$ cat config.mk
export PLATFORM = sky130hd
export DESIGN_NAME = mips_mc_controller
export DESIGN_NICKNAME = d
export VERILOG_FILES = /design/src/rtl/mips_mc_controller.sv
export SDC_FILE = /design/constraint.sdc
export NUM_CORES = 1
export LEC_CHECK = 0
export CORE_AREA = 2 2 68 70
export DETAILED_ROUTE_END_ITERATION = 10
export DIE_AREA = 0 0 70 72
export GPL_TIMING_DRIVEN = 0
export HOLD_SLACK_MARGIN = 0.12
export PLACE_DENSITY = 0.81
export SLEW_MARGIN = 20
export SYNTH_ARGS = -nofsm -noshare
export SYNTH_HDL_FRONTEND = slang
export SYNTH_SLANG_ARGS = --single-unit
$ cat constraint.sdc
create_clock -name clk -period 3.3 [get_ports clk]
set_input_delay 0.66 -clock clk [delete_from_list [all_inputs] [get_ports clk]]
set_output_delay 0.66 -clock clk [all_outputs]
set_load 0.01 [all_outputs]
$ cat src/rtl/mips_mc_controller.sv
// mips_mc_controller
//   Control unit for the multi-cycle MIPS datapath. A Moore FSM steps each
//   instruction through fetch, decode, execute, memory and writeback over
//   the shared memory and ALU. It also holds the ALU function decoder, a
//   sticky illegal-opcode flag and a retired-instruction counter.
//
// Ports
//   clk          rising-edge system clock
//   reset        asynchronous, active-low reset
//   op, funct    instruction[31:26] and instruction[5:0] from the IR
//   zero         ALU zero flag (only consulted in BRANCH)
//   pcen         PC load enable = pcwrite | (branch & zero)
//   memwrite     data memory write strobe
//   irwrite      instruction register load
//   regwrite     register file write
//   iord         memory address select (0 PC, 1 ALUOut)
//   memtoreg     writeback select (0 ALUOut, 1 MDR)
//   regdst       destination select (0 rt, 1 rd)
//   alusrca      ALU A select (0 PC, 1 rs)
//   alusrcb      ALU B select (00 rt, 01 4, 10 imm, 11 imm<<2)
//   pcsrc        PC source (00 ALU result, 01 ALUOut, 10 jump target)
//   alucontrol   ALU operation (010 add, 110 sub, 000 and, 001 or, 111 slt)
//   illegal      sticky, set when an unsupported opcode/funct halts the FSM
//   instr_count  instructions retired since reset, wraps silently
module mips_mc_controller #(
  parameter int unsigned CNT_W = 32
) (
  input  logic             clk,
  input  logic             reset,
  input  logic [5:0]       op,
  input  logic [5:0]       funct,
  input  logic             zero,
  output logic             pcen,
  output logic             memwrite,
  output logic             irwrite,
  output logic             regwrite,
  output logic             iord,
  output logic             memtoreg,
  output logic             regdst,
  output logic             alusrca,
  output logic [1:0]       alusrcb,
  output logic [1:0]       pcsrc,
  output logic [2:0]       alucontrol,
  output logic             illegal,
  output logic [CNT_W-1:0] instr_count
);

  localparam logic [3:0] FETCH   = 4'd0;
  localparam logic [3:0] DECODE  = 4'd1;
  localparam logic [3:0] MEMADR  = 4'd2;
  localparam logic [3:0] MEMRD   = 4'd3;
  localparam logic [3:0] MEMWB   = 4'd4;
  localparam logic [3:0] MEMWR   = 4'd5;
  localparam logic [3:0] EXECUTE = 4'd6;
  localparam logic [3:0] ALUWB   = 4'd7;
  localparam logic [3:0] BRANCH  = 4'd8;
  localparam logic [3:0] ADDIEX  = 4'd9;
  localparam logic [3:0] ADDIWB  = 4'd10;
  localparam logic [3:0] JUMP    = 4'd11;
  localparam logic [3:0] HALT    = 4'd12;

  localparam logic [5:0] OP_RTYPE = 6'b000000;
  localparam logic [5:0] OP_LW    = 6'b100011;
  localparam logic [5:0] OP_SW    = 6'b101011;
  localparam logic [5:0] OP_BEQ   = 6'b000100;
  localparam logic [5:0] OP_ADDI  = 6'b001000;
  localparam logic [5:0] OP_J     = 6'b000010;

  localparam logic [5:0] FN_ADD = 6'b100000;
  localparam logic [5:0] FN_SUB = 6'b100010;
  localparam logic [5:0] FN_AND = 6'b100100;
  localparam logic [5:0] FN_OR  = 6'b100101;
  localparam logic [5:0] FN_SLT = 6'b101010;

  localparam logic [2:0] ALU_ADD = 3'b010;
  localparam logic [2:0] ALU_SUB = 3'b110;
  localparam logic [2:0] ALU_AND = 3'b000;
  localparam logic [2:0] ALU_OR  = 3'b001;
  localparam logic [2:0] ALU_SLT = 3'b111;

  // Internal ALU op class produced by the FSM, refined by the funct decoder.
  localparam logic [1:0] AOP_ADD = 2'b00;
  localparam logic [1:0] AOP_SUB = 2'b01;
  localparam logic [1:0] AOP_FN  = 2'b10;

  logic [3:0] state;
  logic [3:0] state_nxt;

  logic       pcwrite;
  logic       branch;
  logic       memwrite_s;
  logic       irwrite_s;
  logic       regwrite_s;
  logic [1:0] aluop;

  logic [2:0] fn_alu;
  logic       fn_ok;

  // ---------------------------------------------------------------------
  // R-type funct decoder
  // ---------------------------------------------------------------------
  always_comb begin
    fn_alu = ALU_ADD;
    fn_ok  = 1'b1;
    case (funct)
      FN_ADD:  fn_alu = ALU_ADD;
      FN_SUB:  fn_alu = ALU_SUB;
      FN_AND:  fn_alu = ALU_AND;
      FN_OR:   fn_alu = ALU_OR;
      FN_SLT:  fn_alu = ALU_SLT;
      default: fn_ok  = 1'b0;
    endcase
  end

  // ---------------------------------------------------------------------
  // Next-state logic
  // ---------------------------------------------------------------------
  always_comb begin
    state_nxt = state;
    case (state)
      FETCH:  state_nxt = DECODE;
      DECODE: begin
        case (op)
          OP_LW, OP_SW: state_nxt = MEMADR;
          OP_RTYPE:     state_nxt = EXECUTE;
          OP_BEQ:       state_nxt = BRANCH;
          OP_ADDI:      state_nxt = ADDIEX;
          OP_J:         state_nxt = JUMP;
          default:      state_nxt = HALT;
        endcase
      end
      // op is still held in the IR here, so it picks the load or store leg.
      MEMADR:  state_nxt = (op == OP_SW) ? MEMWR : MEMRD;
      MEMRD:   state_nxt = MEMWB;
      MEMWB:   state_nxt = FETCH;
      MEMWR:   state_nxt = FETCH;
      EXECUTE: state_nxt = fn_ok ? ALUWB : HALT;
      ALUWB:   state_nxt = FETCH;
      BRANCH:  state_nxt = FETCH;
      ADDIEX:  state_nxt = ADDIWB;
      ADDIWB:  state_nxt = FETCH;
      JUMP:    state_nxt = FETCH;
      HALT:    state_nxt = HALT;
      default: state_nxt = FETCH;
    endcase
  end

  // ---------------------------------------------------------------------
  // State, sticky illegal flag and retire counter
  // ---------------------------------------------------------------------
  always_ff @(posedge clk or negedge reset) begin
    if (!reset) begin
      state <= FETCH;
    end else begin
      state <= state_nxt;
    end
  end

  always_ff @(posedge clk or negedge reset) begin
    if (!reset) begin
      illegal <= 1'b0;
    end else if (state != HALT && state_nxt == HALT) begin
      illegal <= 1'b1;
    end
  end

  // Every return to FETCH closes an instruction; HALT never returns.
  always_ff @(posedge clk or negedge reset) begin
    if (!reset) begin
      instr_count <= '0;
    end else if (state != FETCH && state_nxt == FETCH) begin
      instr_count <= instr_count + CNT_W'(1);
    end
  end

  // ---------------------------------------------------------------------
  // Moore output decode
  // ---------------------------------------------------------------------
  always_comb begin
    pcwrite    = 1'b0;
    branch     = 1'b0;
    memwrite_s = 1'b0;
    irwrite_s  = 1'b0;
    regwrite_s = 1'b0;
    iord       = 1'b0;
    memtoreg   = 1'b0;
    regdst     = 1'b0;
    alusrca    = 1'b0;
    alusrcb    = 2'b00;
    pcsrc      = 2'b00;
    aluop      = AOP_ADD;
    case (state)
      FETCH: begin
        irwrite_s = 1'b1;
        alusrcb   = 2'b01;
        pcwrite   = 1'b1;
      end
      DECODE: begin
        alusrcb = 2'b11;
      end
      MEMADR: begin
        alusrca = 1'b1;
        alusrcb = 2'b10;
      end
      MEMRD: begin
        iord = 1'b1;
      end
      MEMWB: begin
        memtoreg   = 1'b1;
        regwrite_s = 1'b1;
      end
      MEMWR: begin
        iord       = 1'b1;
        memwrite_s = 1'b1;
      end
      EXECUTE: begin
        alusrca = 1'b1;
        aluop   = AOP_FN;
      end
      ALUWB: begin
        regdst     = 1'b1;
        regwrite_s = 1'b1;
      end
      BRANCH: begin
        alusrca = 1'b1;
        aluop   = AOP_SUB;
        branch  = 1'b1;
        pcsrc   = 2'b01;
      end
      ADDIEX: begin
        alusrca = 1'b1;
        alusrcb = 2'b10;
      end
      ADDIWB: begin
        regwrite_s = 1'b1;
      end
      JUMP: begin
        pcsrc   = 2'b10;
        pcwrite = 1'b1;
      end
      default: begin
      end
    endcase
  end

  always_comb begin
    case (aluop)
      AOP_SUB: alucontrol = ALU_SUB;
      AOP_FN:  alucontrol = fn_alu;
      default: alucontrol = ALU_ADD;
    endcase
  end

  // Enables are qualified by reset combinationally so that pulling reset
  // low drops any in-flight write at once, not on the next clock edge.
  assign pcen     = reset & (pcwrite | (branch & zero));
  assign memwrite = reset & memwrite_s;
  assign irwrite  = reset & irwrite_s;
  assign regwrite = reset & regwrite_s;

endmodule

=== Yosys cells after proc, flatten, opt, wreduce, memory -nomap -nowiden ===
Index checks and enable logic that the tools add are counted.

* Input bits: 15
* Register bits after elaboration: 37

* Reductions and logical operators: 13
* Equality and inequality tests: 26
* Add/sub/neg operators: 1
* Bitwise gates (word level): 6
* Mux-type cells: 19

{| class="wikitable"
|+ Operators with widths
! kind !! count
|-
| 6-bit equality test, second input constant || 7
|-
| 32-bit by 1-bit adder with 32-bit output, second input constant || 1
|-
| 4-bit one-hot mux with 7 select lines || 1
|-
| 4-bit equality test, second input constant || 6
|-
| 4-bit one-hot mux with 5 select lines || 1
|-
| 4-bit by 3-bit equality test with 1-bit output, second input constant || 4
|-
| 3-bit one-hot mux with 4 select lines || 1
|-
| 1-bit 2-to-1 mux || 10
|-
| 4-bit by 2-bit equality test with 1-bit output, second input constant || 2
|-
| 4-bit zero test || 2
|-
| 2-bit one-hot mux with 2 select lines || 2
|-
| 2-bit OR reduction || 4
|-
| 6-bit by 2-bit equality test with 1-bit output, second input constant || 1
|-
| 6-bit by 3-bit equality test with 1-bit output, second input constant || 1
|-
| 6-bit by 4-bit equality test with 1-bit output, second input constant || 1
|-
| 6-bit zero test || 1
|-
| 2-bit one-hot mux with 3 select lines || 1
|-
| 3-bit one-hot mux with 2 select lines || 1
|-
| 1-bit AND || 5
|-
| 5-bit OR reduction || 1
|-
| 4-bit by 1-bit equality test with 1-bit output, second input constant || 1
|-
| 4-bit 2-to-1 mux || 1
|-
| 4-bit inequality test, second input constant || 1
|-
| 4-bit nonzero test || 1
|-
| other kinds (7) || 8
|}

=== Longest topological paths before layout ===
* Depth after elaboration: 7
* Mapped depth: 7
* Depth with buffers taken out: 6

=== Worst setup path after synthesis ===
Ideal clock, no wire load.

* Path type: register to output
* From: register state[3]
* To: output alucontrol[0]
* Required time: 2.640 ns
* Path slack: 0.972 ns
* Stages on the path, launching flop included: 7
* Arrival time: 1.668 ns
* Path buffers: 1
* Cells stage by stage: dfrtp_1 -> clkbuf_1 -> nand2b_1 -> or3_1 -> ha_1 -> nand2_1 -> a21oi_1

* Cells in the longest elaborated chain, start to end: 4
* Elaborated cells between the ends (all ways): 6
* Those cells by class: eq/ne (4); mux (2)

{| class="wikitable"
|+ RTL lines
! element !! RTL line !! text
|-
| from (decl) || 86 || <nowiki>logic [3:0] state;</nowiki>
|-
| from (signal assigned) || 155 || <nowiki>state <= state_nxt;</nowiki>
|-
| 4-bit equality test or 4-bit by 3-bit equality test with 1-bit output (tied branches) || 192 || <nowiki>case (state)</nowiki>
|-
| 2-bit one-hot mux with 2 select lines * || 192 ||
|-
| 2-bit equality test or 2-bit by 1-bit equality test with 1-bit output (tied branches) || 247 || <nowiki>case (aluop)</nowiki>
|-
| 3-bit one-hot mux with 2 select lines * || 247 ||
|-
| to (decl) || 43 || <nowiki>output logic [2:0] alucontrol,</nowiki>
|}

Mark *: on every way between the ends. The rest lies on a longest branch, timed or not.

=== Worst setup path after layout ===
* From: register state[0]
* To: output alucontrol[0]

The elaborated chain is that of the path after synthesis.

==> qor.yml <==
sta:
  clock_skew_ns: 0.00542
  setup_violations: 0
  timing.final.crit_share: 0.950
  relSlewSlack: 0.672
  fmax_ghz: 0.319
  hold_violations: 0
  finalCriticalPeriod_ns: 3.14
  drv_slew: 0
  tightest_slew_ns: 0.492
  rsz0062_at_grt: "no"
clock_tree:
  cts_hold_buf: 0
  clock-sinks: 37
  cts_buffers: 5
  insertion_delay_ns: 0.28
  cts_buffer_depth: 2
  clkTransAtPathRegs_ns: 0.07
  cts_tree: "done"
  cts_max_level: 2
  root_buffer: "clkbuf_8"
pwr:
  combPwrFrac: 0.409
  clockPowerShare: 0.220
  swShare: 0.352
  power.leakage_nw: 1.28
  p_int_mw: 1.08
  ir_worst_vdd_v: 0.000534
  p_seq_frac: 0.371
  p_per_area_nw_per_um2: 571
  switchingPower_mw: 0.591
  power_mw: 1.68
logic_synthesis:
  syn_avg_cell_area_um2: 9.50
  synth_most_common_cell: "dfrtp_1"
  synth_nets: 243
  yosysWarningCount: 0
  yosys_register_bits: 37
  synthTopCellsByArea: "dfrtp_1 44%, xnor2_1 7.8%, xor2_1 6.2%"
  synth.distinct_cells: 38
  netlist.area_leader.share: 0.435
  syn_area_um2: 2130
  synth-edff-count: 0
  synth_cells: 224
  yosys-top-cells-count: "37 x dfrtp_1, 20 x nand2_1, 19 x xnor2_1"
  synth-seq-area-share: 0.435
  yosys.area.top_type: "dfrtp_1"
  yosys_most_used_dff: "dfrtp_1"
  ys_async_sr_fraction: 1.00
floorplan:
  coreArea_um2: 4260
  num_rows: 24
  top_level_ports: 63
  dieWidth_um: 70
  die_y_um: 72
  dieArea_um2: 5040
  initial_core_util: 0.499
setup_path:
  worstPathRequired_ns: 2.64
  critPathBufInv: 2
  worstSetupPathType: "reg -> out"
  worstPathArrival_ns: 2.48
  crit_family: "buffers and inverters"
  slowest_delay_ns: 0.55
  endpoint_kind: "output pin"
  critPathSlowestCell: "clkdlybuf4s50_1"
  path_cells: "buf_1 -> or3_1 -> ha_1 -> nand2_1 -> a21oi_1 -> clkdlybuf4s50_1"
  startpoint_type: "register"
  crit_fanout: 10
routing:
  vias_per_cell: 5.47
  vias: 1883
  dr.pass1.iters: 4
  wl_per_cell_um: 13.7
  antenna_left: 0
  drt_iter0_drc: 104
  wl_um: 4720
  drc: 0
global_routing:
  grt_first_pass_wirelength_um: 8160
  grt_start_max_net_pins: 24
  grt_usage: 0.201
  antenna_found_initial: 0
  grt-ovfl-total: 0
  grt_pass1_vias: 1814
final_layout:
  drive_gt1_frac: 0.0685
  stdcell_count: 344
  final_nets: 311
  final_area_um2: 2930
  syn2layout_area_growth_pct: 37.8
  area.sequential_um2: 926
  multiInputGateArea_um2: 1140
  antenna_cells: 0
  n_fill_cell: 349
flow_run:
  drv_cap: 0
place:
  globalplace.congestion: 0.869
  place_area_um2: 2840
  dp_hpwl_um: 3630
  portBuffers: 62
  placed_cells: 339
status:
  status: "finished, final reports clean"
worst_hold_path:
  min_path_type: "in -> async"
[path summary, 6_finish.rpt]
check	startpoint	end	slack, ns	cells past startpoint
max reg2reg	state[1]	instr_count[19]	1.30	5
min reg2reg	illegal	illegal	0.48	1
max in group asynchronous	reset	instr_count[27]	2.53	2
min	reset	instr_count[12]	0.31	1
max	state[0]	alucontrol[0]	0.16	6
min in group clk	illegal	illegal	0.48	1
[cell families after synthesis]
group | synth area share
mux | 0.00529
fa+ha+maj | 0.0235
xor+xnor | 0.148
flops | 0.435
buf+inv | 0.0282
simple gates | 0.283
compound gates | 0.0776
[layer usage]
metal,part of all wire,GRT usage,vias up
met1,0.45,0.264,906
met4,0.013,0.0748,0
met2,0.49,0.330,48
met3,0.043,0.0458,7
li1,-,-,922
met5,0,0,-
[final cells by class]
type,count,share of cell area
repair buffers,63,0.219
clock buffers,5,0.0235
plain buffers,4,0.00768
multi-input cells,173,0.390
well taps,52,0.0222
clock inverters,2,0.0119
flip-flops and latches,37,0.316
inverters,8,0.0102
[registers in the layout, indices dropped and copies added (netlist names)]
register and count:
instr_count 32, illegal 1, state 4
[timing repair]
| item | 4_1_cts | 5_1_grt |
|---|---|---|
| buffers inserted | 0 | 0 |
| setup endpoints to repair | 0 | 3 |
| gates resized for setup | 0 | 1 |
[placed cells by master, fill, tap and decap left out, types with 5 or more instances in the layout]
cell type	instances
nand2b_1	7
nor2b_1	6
nor3_1	7
and3_1	11
nand4_1	9
nor2_1	16
a21oi_1	9
nand2_1	20
nand3_1	16
o21ai_0	6
inv_1	8
clkdlybuf4s50_1	61
dfrtp_1	37
xor2_1	15
clkbuf_8	5
xnor2_1	19
[power groups by stage]
| stage | registers, mW | clock network (mW) | logic (mW) |
|---|---|---|---|
| 2_1_floorplan | 0.598 | 0 | 0.402 |
| 3_3_place_gp | 0.598 | 0 | 0.705 |
| 3_5_place_dp | 0.601 | 0 | 0.717 |
| 4_1_cts | 0.596 | 0.375 | 0.725 |
| 5_1_grt | 0.634 | 0.394 | 0.757 |
| 6_report | 0.621 | 0.369 | 0.685 |
[through the flow]
stage               hold slack, ns  worst slack (ns)   util  TNS [ns]
floorplan                    0.364             0.972      -         0
finish                       0.309             0.165  0.688         0
CTS                          0.314           0.00755  0.690         0
global route                 0.327          0.000352  0.688         0
detailed placement           0.450             0.317  0.665         0
global placement             0.453            -0.615  0.660     -2.31
(Power assumes the default switching activity.)
